==> src/rtl/alu_issue_ctrl.sv <==
// Issue stage in front of the ALU: screens requests, runs the ALU under a
// timeout, keeps the architectural Z/N/C/V flags and returns one response per request.
module alu_issue_ctrl #(
  parameter int DATA_W  = 16,
  parameter int DST_W   = 3,
  parameter int TIMEOUT = 16
) (
  input  logic              clk,
  input  logic              rst_b,

  input  logic              req_valid,
  output logic              req_ready,
  input  logic [5:0]        req_opcode,
  input  logic [DST_W-1:0]  req_dst,
  input  logic [DATA_W-1:0] req_op1,
  input  logic [DATA_W-1:0] req_op2,

  output logic              alu_enable,
  output logic [5:0]        alu_opcode,
  output logic [DATA_W-1:0] alu_term1,
  output logic [DATA_W-1:0] alu_term2,
  input  logic [DATA_W-1:0] alu_result,
  input  logic              alu_fl_zero,
  input  logic              alu_fl_negative,
  input  logic              alu_fl_carry,
  input  logic              alu_fl_overflow,
  input  logic              alu_done,

  output logic              rsp_valid,
  input  logic              rsp_ready,
  output logic [DATA_W-1:0] rsp_result,
  output logic [DST_W-1:0]  rsp_dst,
  output logic              rsp_wb_en,
  output logic [1:0]        rsp_error,
  output logic [3:0]        flags
);

  localparam int CNT_W = (TIMEOUT > 2) ? $clog2(TIMEOUT) : 1;

  localparam logic [5:0] OP_DIV  = 6'd3;
  localparam logic [5:0] OP_MOD  = 6'd4;
  localparam logic [5:0] OP_CMP  = 6'd9;
  localparam logic [5:0] OP_TST  = 6'd15;
  localparam logic [5:0] OP_LAST = 6'd17;

  localparam logic [1:0] ERR_OK      = 2'b00;
  localparam logic [1:0] ERR_ILLEGAL = 2'b01;
  localparam logic [1:0] ERR_DIVZERO = 2'b10;
  localparam logic [1:0] ERR_TIMEOUT = 2'b11;

  typedef enum logic [1:0] {
    ST_IDLE = 2'd0,
    ST_EXEC = 2'd1,
    ST_RESP = 2'd2
  } state_t;

  state_t              state_q;
  logic                req_ready_q;
  logic                alu_enable_q;
  logic [5:0]          opcode_q;
  logic [DATA_W-1:0]   term1_q;
  logic [DATA_W-1:0]   term2_q;
  logic [CNT_W-1:0]    cnt_q;
  logic                rsp_valid_q;
  logic [DATA_W-1:0]   rsp_result_q;
  logic [DST_W-1:0]    rsp_dst_q;
  logic                rsp_wb_en_q;
  logic [1:0]          rsp_error_q;
  logic [3:0]          flags_q;

  logic                illegal_op;
  logic                div_by_zero;
  logic                writes_reg;
  logic                timed_out;

  // NOTE: every variable assigned in always_comb gets a default first so no latch is inferred.
  always_comb begin
    illegal_op  = 1'b0;
    div_by_zero = 1'b0;
    writes_reg  = 1'b1;
    timed_out   = 1'b0;
    if (req_opcode > OP_LAST) illegal_op = 1'b1;
    if ((req_opcode == OP_DIV || req_opcode == OP_MOD) && req_op2 == '0) div_by_zero = 1'b1;
    if (opcode_q == OP_CMP || opcode_q == OP_TST) writes_reg = 1'b0;
    if (cnt_q == CNT_W'(TIMEOUT - 1)) timed_out = 1'b1;
  end

  // Whole controller in one registered process so every output is a flop.
  // NOTE: sequential state uses non-blocking assignments only, so all flops update together.
  always_ff @(posedge clk or posedge rst_b) begin
    if (rst_b) begin
      state_q      <= ST_IDLE;
      req_ready_q  <= 1'b1;
      alu_enable_q <= 1'b0;
      opcode_q     <= '0;
      term1_q      <= '0;
      term2_q      <= '0;
      cnt_q        <= '0;
      rsp_valid_q  <= 1'b0;
      rsp_result_q <= '0;
      rsp_dst_q    <= '0;
      rsp_wb_en_q  <= 1'b0;
      rsp_error_q  <= ERR_OK;
      flags_q      <= 4'b0000;
    end else begin
      case (state_q)
        ST_IDLE: begin
          if (req_valid) begin
            opcode_q    <= req_opcode;
            term1_q     <= req_op1;
            term2_q     <= req_op2;
            rsp_dst_q   <= req_dst;
            req_ready_q <= 1'b0;
            if (illegal_op || div_by_zero) begin
              // Screened requests answer directly and never touch the ALU.
              state_q      <= ST_RESP;
              rsp_valid_q  <= 1'b1;
              rsp_result_q <= '0;
              rsp_wb_en_q  <= 1'b0;
              rsp_error_q  <= illegal_op ? ERR_ILLEGAL : ERR_DIVZERO;
            end else begin
              state_q      <= ST_EXEC;
              alu_enable_q <= 1'b1;
              cnt_q        <= '0;
            end
          end
        end

        ST_EXEC: begin
          cnt_q <= cnt_q + 1'b1;
          if (alu_done) begin
            state_q      <= ST_RESP;
            alu_enable_q <= 1'b0;
            rsp_valid_q  <= 1'b1;
            rsp_result_q <= alu_result;
            rsp_wb_en_q  <= writes_reg;
            rsp_error_q  <= ERR_OK;
            flags_q      <= {alu_fl_zero, alu_fl_negative, alu_fl_carry, alu_fl_overflow};
          end else if (timed_out) begin
            state_q      <= ST_RESP;
            alu_enable_q <= 1'b0;
            rsp_valid_q  <= 1'b1;
            rsp_result_q <= '0;
            rsp_wb_en_q  <= 1'b0;
            rsp_error_q  <= ERR_TIMEOUT;
          end
        end

        ST_RESP: begin
          if (rsp_ready) begin
            state_q     <= ST_IDLE;
            rsp_valid_q <= 1'b0;
            req_ready_q <= 1'b1;
          end
        end

        default: begin
          state_q      <= ST_IDLE;
          req_ready_q  <= 1'b1;
          alu_enable_q <= 1'b0;
          rsp_valid_q  <= 1'b0;
        end
      endcase
    end
  end

  assign req_ready  = req_ready_q;
  assign alu_enable = alu_enable_q;
  assign alu_opcode = opcode_q;
  assign alu_term1  = term1_q;
  assign alu_term2  = term2_q;
  assign rsp_valid  = rsp_valid_q;
  assign rsp_result = rsp_result_q;
  assign rsp_dst    = rsp_dst_q;
  assign rsp_wb_en  = rsp_wb_en_q;
  assign rsp_error  = rsp_error_q;
  assign flags      = flags_q;

endmodule

==> config.mk <==
export PLATFORM = sky130hd
export DESIGN_NAME = alu_issue_ctrl
export DESIGN_NICKNAME = d
export VERILOG_FILES = /design/src/rtl/alu_issue_ctrl.sv
export SDC_FILE = /design/constraint.sdc
export NUM_CORES = 1
export LEC_CHECK = 0
export ABC_AREA = 0
export CAP_MARGIN = 10
export CORE_ASPECT_RATIO = 0.75
export CORE_UTILIZATION = 38
export CTS_CLUSTER_SIZE = 28
export DETAILED_ROUTE_END_ITERATION = 6
export PLACE_DENSITY = 0.71
export RECOVER_POWER = 100
export SETUP_SLACK_MARGIN = 0.05
export SKIP_CTS_REPAIR_TIMING = 1
export SKIP_LAST_GASP = 1
export SLEW_MARGIN = 20
export SYNTH_ARGS = -nofsm -noshare
export SYNTH_HDL_FRONTEND = slang
export SYNTH_SLANG_ARGS = --single-unit
==> constraint.sdc <==
create_clock -name clk -period 3 [get_ports clk]
set_clock_uncertainty 0.1 [all_clocks]
set_input_delay 0.6 -clock clk [delete_from_list [all_inputs] [get_ports clk]]
set_output_delay 0.6 -clock clk [all_outputs]
set_load 0.05 [all_outputs]
# After elaboration in Yosys (flattened, before gate mapping)
# Cells that the tools add are included.
# Widths: inputs -> output; s select.
[word_totals]
register_bits = 73
input_bits = 66
output_inout_bits = 67
[classes]
addsub = 1
order_cmp = 1
n_eq_ne = 12
n_mux = 42
bitwise_logic = 2
n_reduce_logical = 15
[op_table]
columns = ["operator", "count"]
rows = [
  ["$mux 16", 4],
  ["$pmux 16 s2", 1],
  ["$mux 2", 10],
  ["$mux 1", 18],
  ["$logic_not 16->1", 1],
  ["$eq 6x4->1 const B", 2],
  ["$reduce_and 4->1", 3],
  ["$pmux 1 s3", 3],
  ["$reduce_and 3->1", 3],
  ["$mux 4", 2],
  ["$ne 2x2->1 const B", 4],
  ["$pmux 4 s2", 1],
  ["$eq 6x2->1 const B", 1],
  ["$eq 6x3->1 const B", 1],
  ["$gt 6x5->1 const B", 1],
  ["$pmux 2 s3", 1],
  ["$add 4x1->4 const B", 1],
  ["$eq 4x4->1 const B", 1],
  ["$pmux 2 s2", 1],
  ["$reduce_and 2->1", 2],
  ["$logic_or 1x1->1", 3],
  ["$ne 3x3->1 const B", 1],
  ["$eq 2x1->1 const B", 1],
  ["$eq 2x2->1 const B", 1],
  ["other kinds (5)", 6],
]

# Logic depth before layout (Yosys ltp)
[depth]
depth_word = 8
depth_mapped = 7
depth_no_buf = 6

# Worst setup path before layout
# Ideal clock, no wire load.
[synth_timing]
kind = "input port to flip-flop"
from = "input req_op2[12]"
to = "register rsp_result_q[12], in the netlist rsp_result[12]"
setup_time_ns = 0.121
t_arrival_ns = 1.708
required_ns = 2.779
path_slack_ns = 1.071
path_stages = 6
path_cell_list = "nor4_1 -> and3_1 -> a41o_2 -> a31oi_4 -> buf_6 -> a22o_2"
[synth_via]
elab_chain_cells = 6
[synth_rtl]
columns = ["element", "line_no", "text"]
rows = [
  ["start: declaration", "16", "input logic [DATA_W-1:0] req_op2,"],
  ["$logic_not 16->1", "83", "if ((req_opcode == OP_DIV || req_opcode == OP_MOD) && req_op2 == '0) div_by_zero = 1'b1;"],
  ["$logic_and 1x1->1", "83", ""],
  ["$mux 1", "83", ""],
  ["$logic_or 1x1->1", "114", "if (illegal_op || div_by_zero) begin"],
  ["$ne 2x2->1 (no source line)", "-", ""],
  ["$reduce_and 4->1 (no source line)", "-", ""],
  ["end signal: assignment", "135", "rsp_result_q <= alu_result;"],
  ["end: declaration", "65", "logic [DATA_W-1:0] rsp_result_q;"],
]
# No other way between the ends.
# A chain may end at the register's enable or synchronous reset.

# Worst setup path after layout
[layout_timing]
from = "input req_valid"
to = "register term2_q[2], in the netlist alu_term2[2]"
[layout_via]
elab_chain_cells = 1
[layout_rtl]
columns = ["element", "line_no", "text"]
rows = [
  ["start: declaration", "11", "input logic req_valid,"],
  ["$reduce_and 2->1 (no source line)", "-", ""],
  ["end signal: assignment", "111", "term2_q <= req_op2;"],
  ["end: declaration", "62", "logic [DATA_W-1:0] term2_q;"],
]
# No other way between the ends.

==> impl_results.md <==
- Crit. End Element: flip-flop
- Post-route cell area: between 4000 and 5000 sq um
- Hold Path Class: flip-flop to flip-flop
- First-pass GRT wire length: between 10 and 15 mm
- GRT Util Overall: 19.4%
- Post-synth cell types: 34
- Final Setup Violations: 0
- Die height: 78.3 um
- WL per Instance: 15.9 um
- Rows: 27
- CP arrival: 2.67 ns
- Clk sink count: 73
- Synthesized area: 2950 sq um
- Clock Path Buffers: 2
- Average cell area after synthesis: roughly 14 sq um
- Minimum clock period: 2.55 ns
- Critical setup path kind: primary input to flip-flop
- EDFF count, synth: 0
- Worst skew pair latency: 0.34 ns
- Switching share of power: a little under half
- Fraction of layout cells with a size suffix above 1: between 20% and 30%
- Syn Inst Count: 212
- Cell leakage power: 1.99 nW
- Most frequent cells in the layout: 72 x dfrtp_1, 69 x dlygate4sd3_1, 63 x clkdlybuf4s50_1, 45 x mux2_2, 11 x clkbuf_8
- Ys async rst share: 100%
- Finished Layout Cells: 457
- DP HPWL: between 5 and 6 mm
- Starting density of the core: 39.7%
- Total Wirelength: 7.26 mm
- Clock tree from TritonCTS: yes
- Vias per cell: 5.04
- CTS Root Cell: clkbuf_8
- Die width: 104 um
- Hold Path Depth: 1
- I/O pin count: 133
- Via count: 2,303
- DRT Pass-1 Iters: 4
- Max-cap violations: 1
- Placeable Area: 7430 sq um
- Internal power: 2.67 mW
- Net switching power: 2.37 mW
- Post-route ant nets: 0
- Worst Path Max Fanout: 36
- Logic gate share of total power: 54.7%
- Max Clk Rate: 393 MHz
- Nets: around 420
- Drc violations: 0
- Failing checks: capacitance limit, slew limit
- Setup_tns: 0 ns
- Worst vdd ir: 573 uV
- Final core occ: 61.4%
- Mapped Nets: 279
- Placed cells: 441
- CP startpoint kind: primary input
- Clock transition at the registers of the reported paths: 0.06 ns
- Final worst path period share: 84.9%
- Num CTS Buffers: 9
- FF-to-FF path depth: 5
- Yosys reg bits: 73
- Slew @ Worst Pin: 1.78 ns
- Initial antenna violation count: 0
- Vias in the first global route: between 2,000 and 2,500
- Pwr Density: between 1000 and 1500 nW/um^2
- YS warnings: 0
- Fin. Hold Viols: 0
- Power share of the clock group: 13.4%
- Seq/Total Area, Yosys: 62.0%
- Max-Slew Margin vs Limit: -18.7%
- Slew Limit Fails: 74
- Starting DRT DRC Count: 154
- Status: finished, violations left
- Antenna cells: 0
- Commonest non-fill, non-tap cell in the layout: dfrtp_1
- Routability cong.: 0.807
- Critical Path RT: between 3 and 4 ns
- H-tree depth: 3
- Die area: roughly 8000 sq um
- Buffers on Ports: 132
- Ys flop type: dfrtp_1
- Placed cell area: 4420 sq um
- Sequential share of power: approximately a third
- Area growth syn-to-layout: 54.7%
- RSZ-0062 raised after global routing: false
- Largest net degree at the start of global routing: between 70 and 80
- GR Overflow Total: 0
## cell families after synthesis
| kind of cell | share of synthesized area [%] |
|---|---|
| xor gates and xnor gates | 0.297 |
| DFF | 62.0 |
| adders and majority gates | 0.424 |
| and+or+nand+nor | 6.37 |
| muxes | 17.2 |
| buffers and inverters | 2.29 |
| AOI/OAI and AO/OA | 11.4 |
## synth_stat cells, drive strengths merged, types with 3 or more instances
| master | count | area, sq um |
|---|---|---|
| buf | 7 | 41.3 |
| clkbuf | 3 | 11.3 |
| nor2 | 7 | 26.3 |
| and3 | 3 | 18.8 |
| a21oi | 6 | 30.0 |
| nand2 | 7 | 26.3 |
| a22o | 18 | 169 |
| nand2b | 4 | 25.0 |
| nor4 | 4 | 25.0 |
| inv | 4 | 15.0 |
| mux2 | 45 | 507 |
| o21ai | 7 | 35.0 |
| dfrtp | 72 | 1800 |
## worst max-delay path, cell delays in order
cell and delay [ns]:
dlygate4sd3_1 0.71, nand2_1 0.12, nor2_1 0.55, buf_12 0.30
mux2_2 0.36
## routing by layer
layer  global-route usage [%]  vias to the layer above  share of wire, %  wire [um]
met4                     8.57                        0               1.7        126
met2                     29.5                      103                45       3290
met3                     7.39                       12               7.8        568
met1                     24.9                     1124                45       3270
met5                        0                        -                 0          0
li1                         -                     1064                 -          -
## cell type report
type | instances | area, sq um
tap | 101 | 126
timing repair buffer | 138 | 1370
sequential | 73 | 1830
clock buffer | 13 | 159
multi-input combinational | 125 | 1050
clock inverter | 3 | 15.0
fill | 632 | 2870
inverter | 4 | 15.0
## power by group through the flow
stage                     Sequential (mW)  Combinational, mW  Clock [mW]
after floorplan                      2.92              0.597           0
after global placement               1.63               2.89           0
after detailed placement             1.64               2.91           0
after CTS                            1.63               2.92       0.706
after global routing                 1.67               2.88       0.749
final                                1.61               2.75       0.675
## sequential cells by signal, summed over array words and instances, names as in the netlist
register,count
rsp_error,2
req_ready,1
alu_opcode,6
rsp_wb_en,1
alu_enable,1
alu_term1,16
rsp_dst,3
alu_term2,16
flags,4
cnt_q,4
rsp_result,16
rsp_valid,1
state_q,2
## per-stage QoR
step	total power, mW	hold slack, ns	setup WS [ns]
floorplan	3.52	0.424	0.448
global placement	4.52	0.382	0.402
detailed placement	4.55	0.383	0.390
CTS	5.25	0.404	0.580
global route	5.30	0.410	0.291
finish	5.03	0.394	0.455
## final timing paths
kind	from	endpoint	slack, ns
setup / recovery	req_valid	alu_term2[2]	0.45
setup reg to reg	state_q[1]	alu_term2[2]	0.75
hold / removal	rsp_result[15]	rsp_result[15]	0.39
max in group asynchronous	rst_b	alu_term1[9]	0.64
hold reg to reg	rsp_result[15]	rsp_result[15]	0.39
min in group asynchronous	rst_b	alu_term2[5]	1.11
Note: power is estimated with default switching activity, not from simulation.
==> edit 1, RTL diff (same settings) <==
The parameter `DATA_W` goes from 16 to 32.
--- a/src/rtl/alu_issue_ctrl.sv
+++ b/src/rtl/alu_issue_ctrl.sv
@@ -1,7 +1,7 @@
 // Issue stage in front of the ALU: screens requests, runs the ALU under a
 // timeout, keeps the architectural Z/N/C/V flags and returns one response per request.
 module alu_issue_ctrl #(
-  parameter int DATA_W  = 16,
+  parameter int DATA_W  = 32,
   parameter int DST_W   = 3,
   parameter int TIMEOUT = 16
 ) (
Ports: changed (6 resized); port bits go from 133 to 229. No check against the original RTL was run, so the function may have changed too.
==> edit 1 against the original RTL <==
  * Sequential cell count increased by 48
  * Setup slack got worse by 0.052 ns
  * Design area increased by 71%
  * Routed wire length rose by 72%
  * Worst hold slack worse by 0.0095 ns
  * Power increased by 69%
  * Highest routed layer unchanged
  * Area after synthesis grew 63%
  * First-iteration DRC count decreased by 38%
  * Global-route usage grew 0.40 points
  * Largest cell class unchanged
==> edit 1: results (changes against the original RTL) <==
Global route
  – First-pass GRT wire length: 20100 um (was 12000 um)
  – Initial antenna violation count: 0 (unchanged)
  – Aggregate global-route resource usage: 19.8% (was 19.4%)
  – Largest net degree at the start of global routing: 76 (was 74)
  – Vias in the first global route: 3805 (was 2381)

Routing
  – Via count: 3603 (was 2303)
  – DRT Wirelength: 12500 um (was 7260 um)
  – DRT iter0 DRCs: 96 (was 154)
  – First-pass DRT Iterations: 4 (unchanged)
  – Routed Antenna Nets: 0 (unchanged)
  – Vias per cell: 4.94 (was 5.04)

Status
  – Outcome: completed (was finished with violations)

CTS
  – H-tree levels: 4 (was 3)
  – CTS max path bufs: 2 (unchanged)
  – CTS root buffer: clkbuf_16 (was clkbuf_8)
  – CTS Buf Count: 17 (was 9)
  – Register clock-pin slew on the reported worst setup and hold paths: 0.05 ns
  – Skew-Pair Late Insertion Delay: 0.40 ns (was 0.34 ns)

Synth
  – Synth top cells by count: dfrtp_1, mux2_2, a22o_1 (was dfrtp_1, mux2_2, a22o_1, a22o_2)
  – FFs w/ async S/R, synth: 100% (unchanged)
  – Most frequently used flop master after synthesis: dfrtp_1 (unchanged)
  – EDFF count, synth: 0 (unchanged)
  – Register area share after synthesis: 63.0% (was 62.0%)
  – Post-Synthesis Cells: 315 (was 212)
  – Syn nets: 430 (was 279)
  – Synthesis Warnings: 0 (unchanged)
  – Post-synth cell types: 40 (was 34)
  – Synth area leaders: dfrtp_1, mux2_2, a22o_1 (was dfrtp_1, mux2_2, a22o_2)

Placed design
  – Placed inst area: 7290 um2 (was 4420 um2)
  – Routability-driven placement congestion ratio: 0.788 (was 0.807)
  – # port buffers: 228 (was 132)
  – DP Cell Count: 700 (was 441)
  – Post-detail-place hpwl: 9140 um (was 5250 um)

Worst setup path
  – FF-to-FF setup slack: 0.44 ns (was 0.75 ns)
  – Critical path origin: req_op2[1] (was req_valid)
  – Data arrival, critical path: 2.78 ns (was 2.67 ns)
  – Critical path destination: rsp_result[7] (was alu_term2[2])
  – Slowest stage cell, crit path: dlygate4sd3_1 (unchanged)
  – Reg2reg start: state_q[0] (was state_q[1])
  – RR Endpoint: alu_term1[12] (was alu_term2[2])
  – Crit Path Max Fanout: 26 (was 36)
  – CP max stage delay: 0.56 ns (was 0.71 ns)
  – FF-to-FF path depth: 5 (unchanged)
  – Crit path max-delay family: simple AND/OR/NAND/NOR gates (was buffers and inverters)

Timing
  – Worst slew margin: 8.09% (was -18.7%)

Cells and area
  – Final nets: 668 (was 418)
  – Layout fillers: 955 (was 632)
  – ANT cells: 0 (unchanged)
  – Share of cells above drive strength 1: 22.5% (was 21.1%)

Min path
  – Hold path startpoint: rsp_valid (was rsp_result[15])
  – Hold path cells: 2 (was 1)
  – HP Class: reg -> reg (unchanged)
  – Endpoint, Worst Hold: rsp_valid (was rsp_result[15])

Power
  – Maximum vdd drop: 0.745 mV (was 0.573 mV)
  – Lkg Pwr: 3.43 nW (was 1.99 nW)
## edit 1: cell types whose count changed in the layout (fill, tap and decap cells not counted), sizes merged, moves of 3 or more
| cell | delta |
|---|---|
| a22o | +15 |
| and3 | -3 |
| buf | +3 |
| clkbuf | +7 |
| clkdlybuf4s50 | +47 |
| dfrtp | +48 |
| dlygate4sd3 | +49 |
| mux2 | +33 |
| mux2i | +4 |
| nor4 | +5 |
| o21ai | -4 |
## edit 1: stage by stage
| step | util, % | hold slack [ns] | setup WS, ns |
|---|---|---|---|
| final | 63.5 | 0.384 | 0.403 |
| after global routing | 63.5 | 0.406 | 0.246 |
| after CTS | 64.0 | 0.390 | 0.456 |
| after detailed placement | 59.3 | 0.377 | 0.0547 |
| after global placement | 59.3 | 0.380 | 0.174 |
| after floorplan | - | 0.437 | 0.817 |
## edit 1: kinds of logic after synthesis
family	synth area share, %
AOI/OAI and AO/OA	9.99
xor gates and xnor gates	0.182
adders and majority gates	0.260
buffers and inverters	3.36
DFF	63.0
muxes	19.2
and+or+nand+nor	4.01
## edit 1: final cells by class
cell class                 instances  area [um2]  area share (%)
clock buffer                      21         480            6.14
multi-input combinational        171        1620            20.7
timing repair buffer             236        2360            30.2
inverter                           6        23.8           0.304
sequential                       121        3030            38.7
tap                              166         208            2.66
clock inverter                     9        97.6            1.25
## edit 1: power by group
group	total (W)	internal (W)	switching (W)	leakage [nW]
Combinational	0.00399	0.00136	0.00263	1.66
Sequential	0.00253	0.00221	0.000323	1.49
Clock	0.00197	0.00129	0.000682	0.290
## edit 1: per-layer routing
metal	global-route usage [%]	routed length, um
met5	0	0
met1	24.2	5230
met4	7.25	148
met3	7.24	869
met2	32.4	6220
## edit 1: worst min-delay path, delay by kind of cell, from the launching register on
kind	cells	cell delay, ns
simple gates	2	0.12
flops	1	0.33
==> edit 2, RTL diff (same settings) <==
Without the edit above. The 3 states of `state_t` get a one-hot encoding in 3 bits.
--- a/src/rtl/alu_issue_ctrl.sv
+++ b/src/rtl/alu_issue_ctrl.sv
@@ -48,10 +48,10 @@
   localparam logic [1:0] ERR_DIVZERO = 2'b10;
   localparam logic [1:0] ERR_TIMEOUT = 2'b11;
 
-  typedef enum logic [1:0] {
-    ST_IDLE = 2'd0,
-    ST_EXEC = 2'd1,
-    ST_RESP = 2'd2
+  typedef enum logic [2:0] {
+    ST_IDLE = 3'b001,
+    ST_EXEC = 3'b010,
+    ST_RESP = 3'b100
   } state_t;
 
   state_t              state_q;
Check against the original RTL: same outputs for any inputs over 10 cycles, from zero or initial values and one cycle with rst_b high; not proved beyond that.
==> edit 2 against the original RTL <==
  * Area after synthesis up 4.7%
  * Via count up 17%
  * Setup slack worse by 0.060 ns
  * Largest cell class unchanged
  * Sequential cell count up 1
  * Routed wire length up 11%
  * Design area up 3.4%
  * Power up 1.2%
==> edit 2: results (changes against the original RTL) <==
Cells and area
  – ANT cells: 0 (unchanged)
  – Share of cells above drive strength 1: 5.86% (was 21.1%)
  – Layout fillers: 691 (was 632)
  – Final nets: 507 (was 418)

Global route
  – Initial antenna violation count: 0 (unchanged)
  – Largest net degree at the start of global routing: 51 (was 74)
  – First-pass GRT wire length: 13000 um (was 12000 um)
  – Vias in the first global route: 2611 (was 2381)
  – Met1 Usage GRT: 26.4% (was 24.9%)
  – Met2 Usage GRT: 29.3% (was 29.5%)
  – Aggregate global-route resource usage: 19.9% (was 19.4%)
  – GR Util met3: 9.33% (was 7.39%)

Routing
  – First-pass DRT Iterations: 4 (unchanged)
  – Top layer in use: met4 (unchanged)
  – Wire length per cell: 14.7 um (was 15.9 um)
  – Routed wl met2: 3480 um (was 3290 um)
  – Met3 routed WL: 850 um (was 568 um)
  – DRT iter0 DRCs: 108 (was 154)
  – M1 WL: 3690 um (was 3270 um)
  – Vias per cell: 4.89 (was 5.04)
  – DRT Wirelength: 8090 um (was 7260 um)

Worst setup path
  – Crit Path Max Fanout: 7 (was 36)
  – Crit path max-delay family: compound AO/OA/AOI/OAI gates (was buffers and inverters)
  – Data arrival, critical path: 2.70 ns (was 2.67 ns)
  – Slowest stage cell, crit path: dlygate4sd3_1 (unchanged)
  – CP max stage delay: 0.60 ns (was 0.71 ns)

Synth
  – Synthesis Warnings: 0 (unchanged)
  – Post-synth cell types: 45 (was 34)
  – Register area share after synthesis: 60.1% (was 62.0%)
  – Post-Synthesis Cells: 307 (was 212)
  – Synth area leaders: dfrtp_1, nand2_1, a22o_1 (was dfrtp_1, mux2_2, a22o_2)
  – Synth top cells by count: nand2_1, dfrtp_1, a22o_1 (was dfrtp_1, mux2_2, a22o_1, a22o_2)
  – Syn nets: 374 (was 279)
  – FFs w/ async S/R, synth: 100% (unchanged)

Placed design
  – Routability-driven placement congestion ratio: 0.771 (was 0.807)
  – # port buffers: 132 (unchanged)
  – DP Cell Count: 534 (was 441)
  – Placed inst area: 4510 um2 (was 4420 um2)
  – Setup WS pre-CTS: 0.321 ns (was 0.390 ns)
  – Post-detail-place hpwl: 5840 um (was 5250 um)

Timing
  – Setup violators final: 0 (unchanged)
  – Worst slew margin: 27.5% (was -18.7%)

Power
  – Maximum vdd drop: 0.776 mV (was 0.573 mV)
  – Lkg Pwr: 2.29 nW (was 1.99 nW)

CTS
  – CTS max path bufs: 2 (unchanged)
  – Register clock-pin slew on the reported worst setup and hold paths: 0.07 ns
  – H-tree levels: 3 (unchanged)
  – CTS root buffer: clkbuf_8 (unchanged)
  – Skew-Pair Late Insertion Delay: 0.34 ns (about the same)
  – CTS Buf Count: 9 (unchanged)

Min path
  – HP Class: reg -> reg (unchanged)

Status
  – Outcome: completed (was finished with violations)

Floorplanning
  – Initial Util: 39.2% (was 39.7%)
edit 2: kinds of logic (layout without fill, tap and decap cells):
logic type                 Yosys count  count (layout)  synth area share (%)
AOI/OAI and AO/OA                   41              41                  10.7
xor gates and xnor gates             3               3                 0.851
adders and majority gates            1               1                 0.405
buffers and inverters               22             159                  3.73
DFF                                 74              74                  60.1
muxes                                4               4                  1.46
and+or+nand+nor                    162             162                  22.7
edit 2: worst paths after layout:
| kind | slack [ns] | endpoint | depth (start not counted) | from |
|---|---|---|---|---|
| worst max-delay path | 0.39 | cnt_q[2] | 6 | req_opcode[1] |
| worst min-delay path | 0.37 | alu_term2[4] | 2 | alu_term2[4] |
| worst max register to register | 0.49 | flags[0] | 5 | state_q[1] |
| worst min register to register | 0.37 | alu_term2[4] | 2 | alu_term2[4] |
| max in group asynchronous | 0.73 | alu_term1[14] | 3 | rst_b |
| min in group asynchronous | 0.80 | rsp_result[14] | 2 | rst_b |
edit 2: report_power, final:
| group | total (W) | internal, W | switching (W) |
|---|---|---|---|
| Clock | 0.000929 | 0.000569 | 0.000360 |
| Sequential | 0.00158 | 0.00137 | 0.000212 |
| Combinational | 0.00258 | 0.000773 | 0.00181 |
edit 2: final cells by class:
| cell class | instances | area [um2] | share of cell area, % |
|---|---|---|---|
| tap | 105 | 131 | 2.79 |
| sequential | 74 | 1850 | 39.3 |
| inverter | 7 | 26.3 | 0.557 |
| clock buffer | 10 | 138 | 2.92 |
| timing repair buffer | 137 | 1370 | 29.0 |
| multi-input combinational | 211 | 1090 | 23.2 |
| clock inverter | 5 | 103 | 2.18 |
edit 2: worst min-delay path, cell delays in order, from the launching register on:
cell and delay, ns:
dfrtp_1 0.34, nand2_1 0.05, nand2_1 0.06
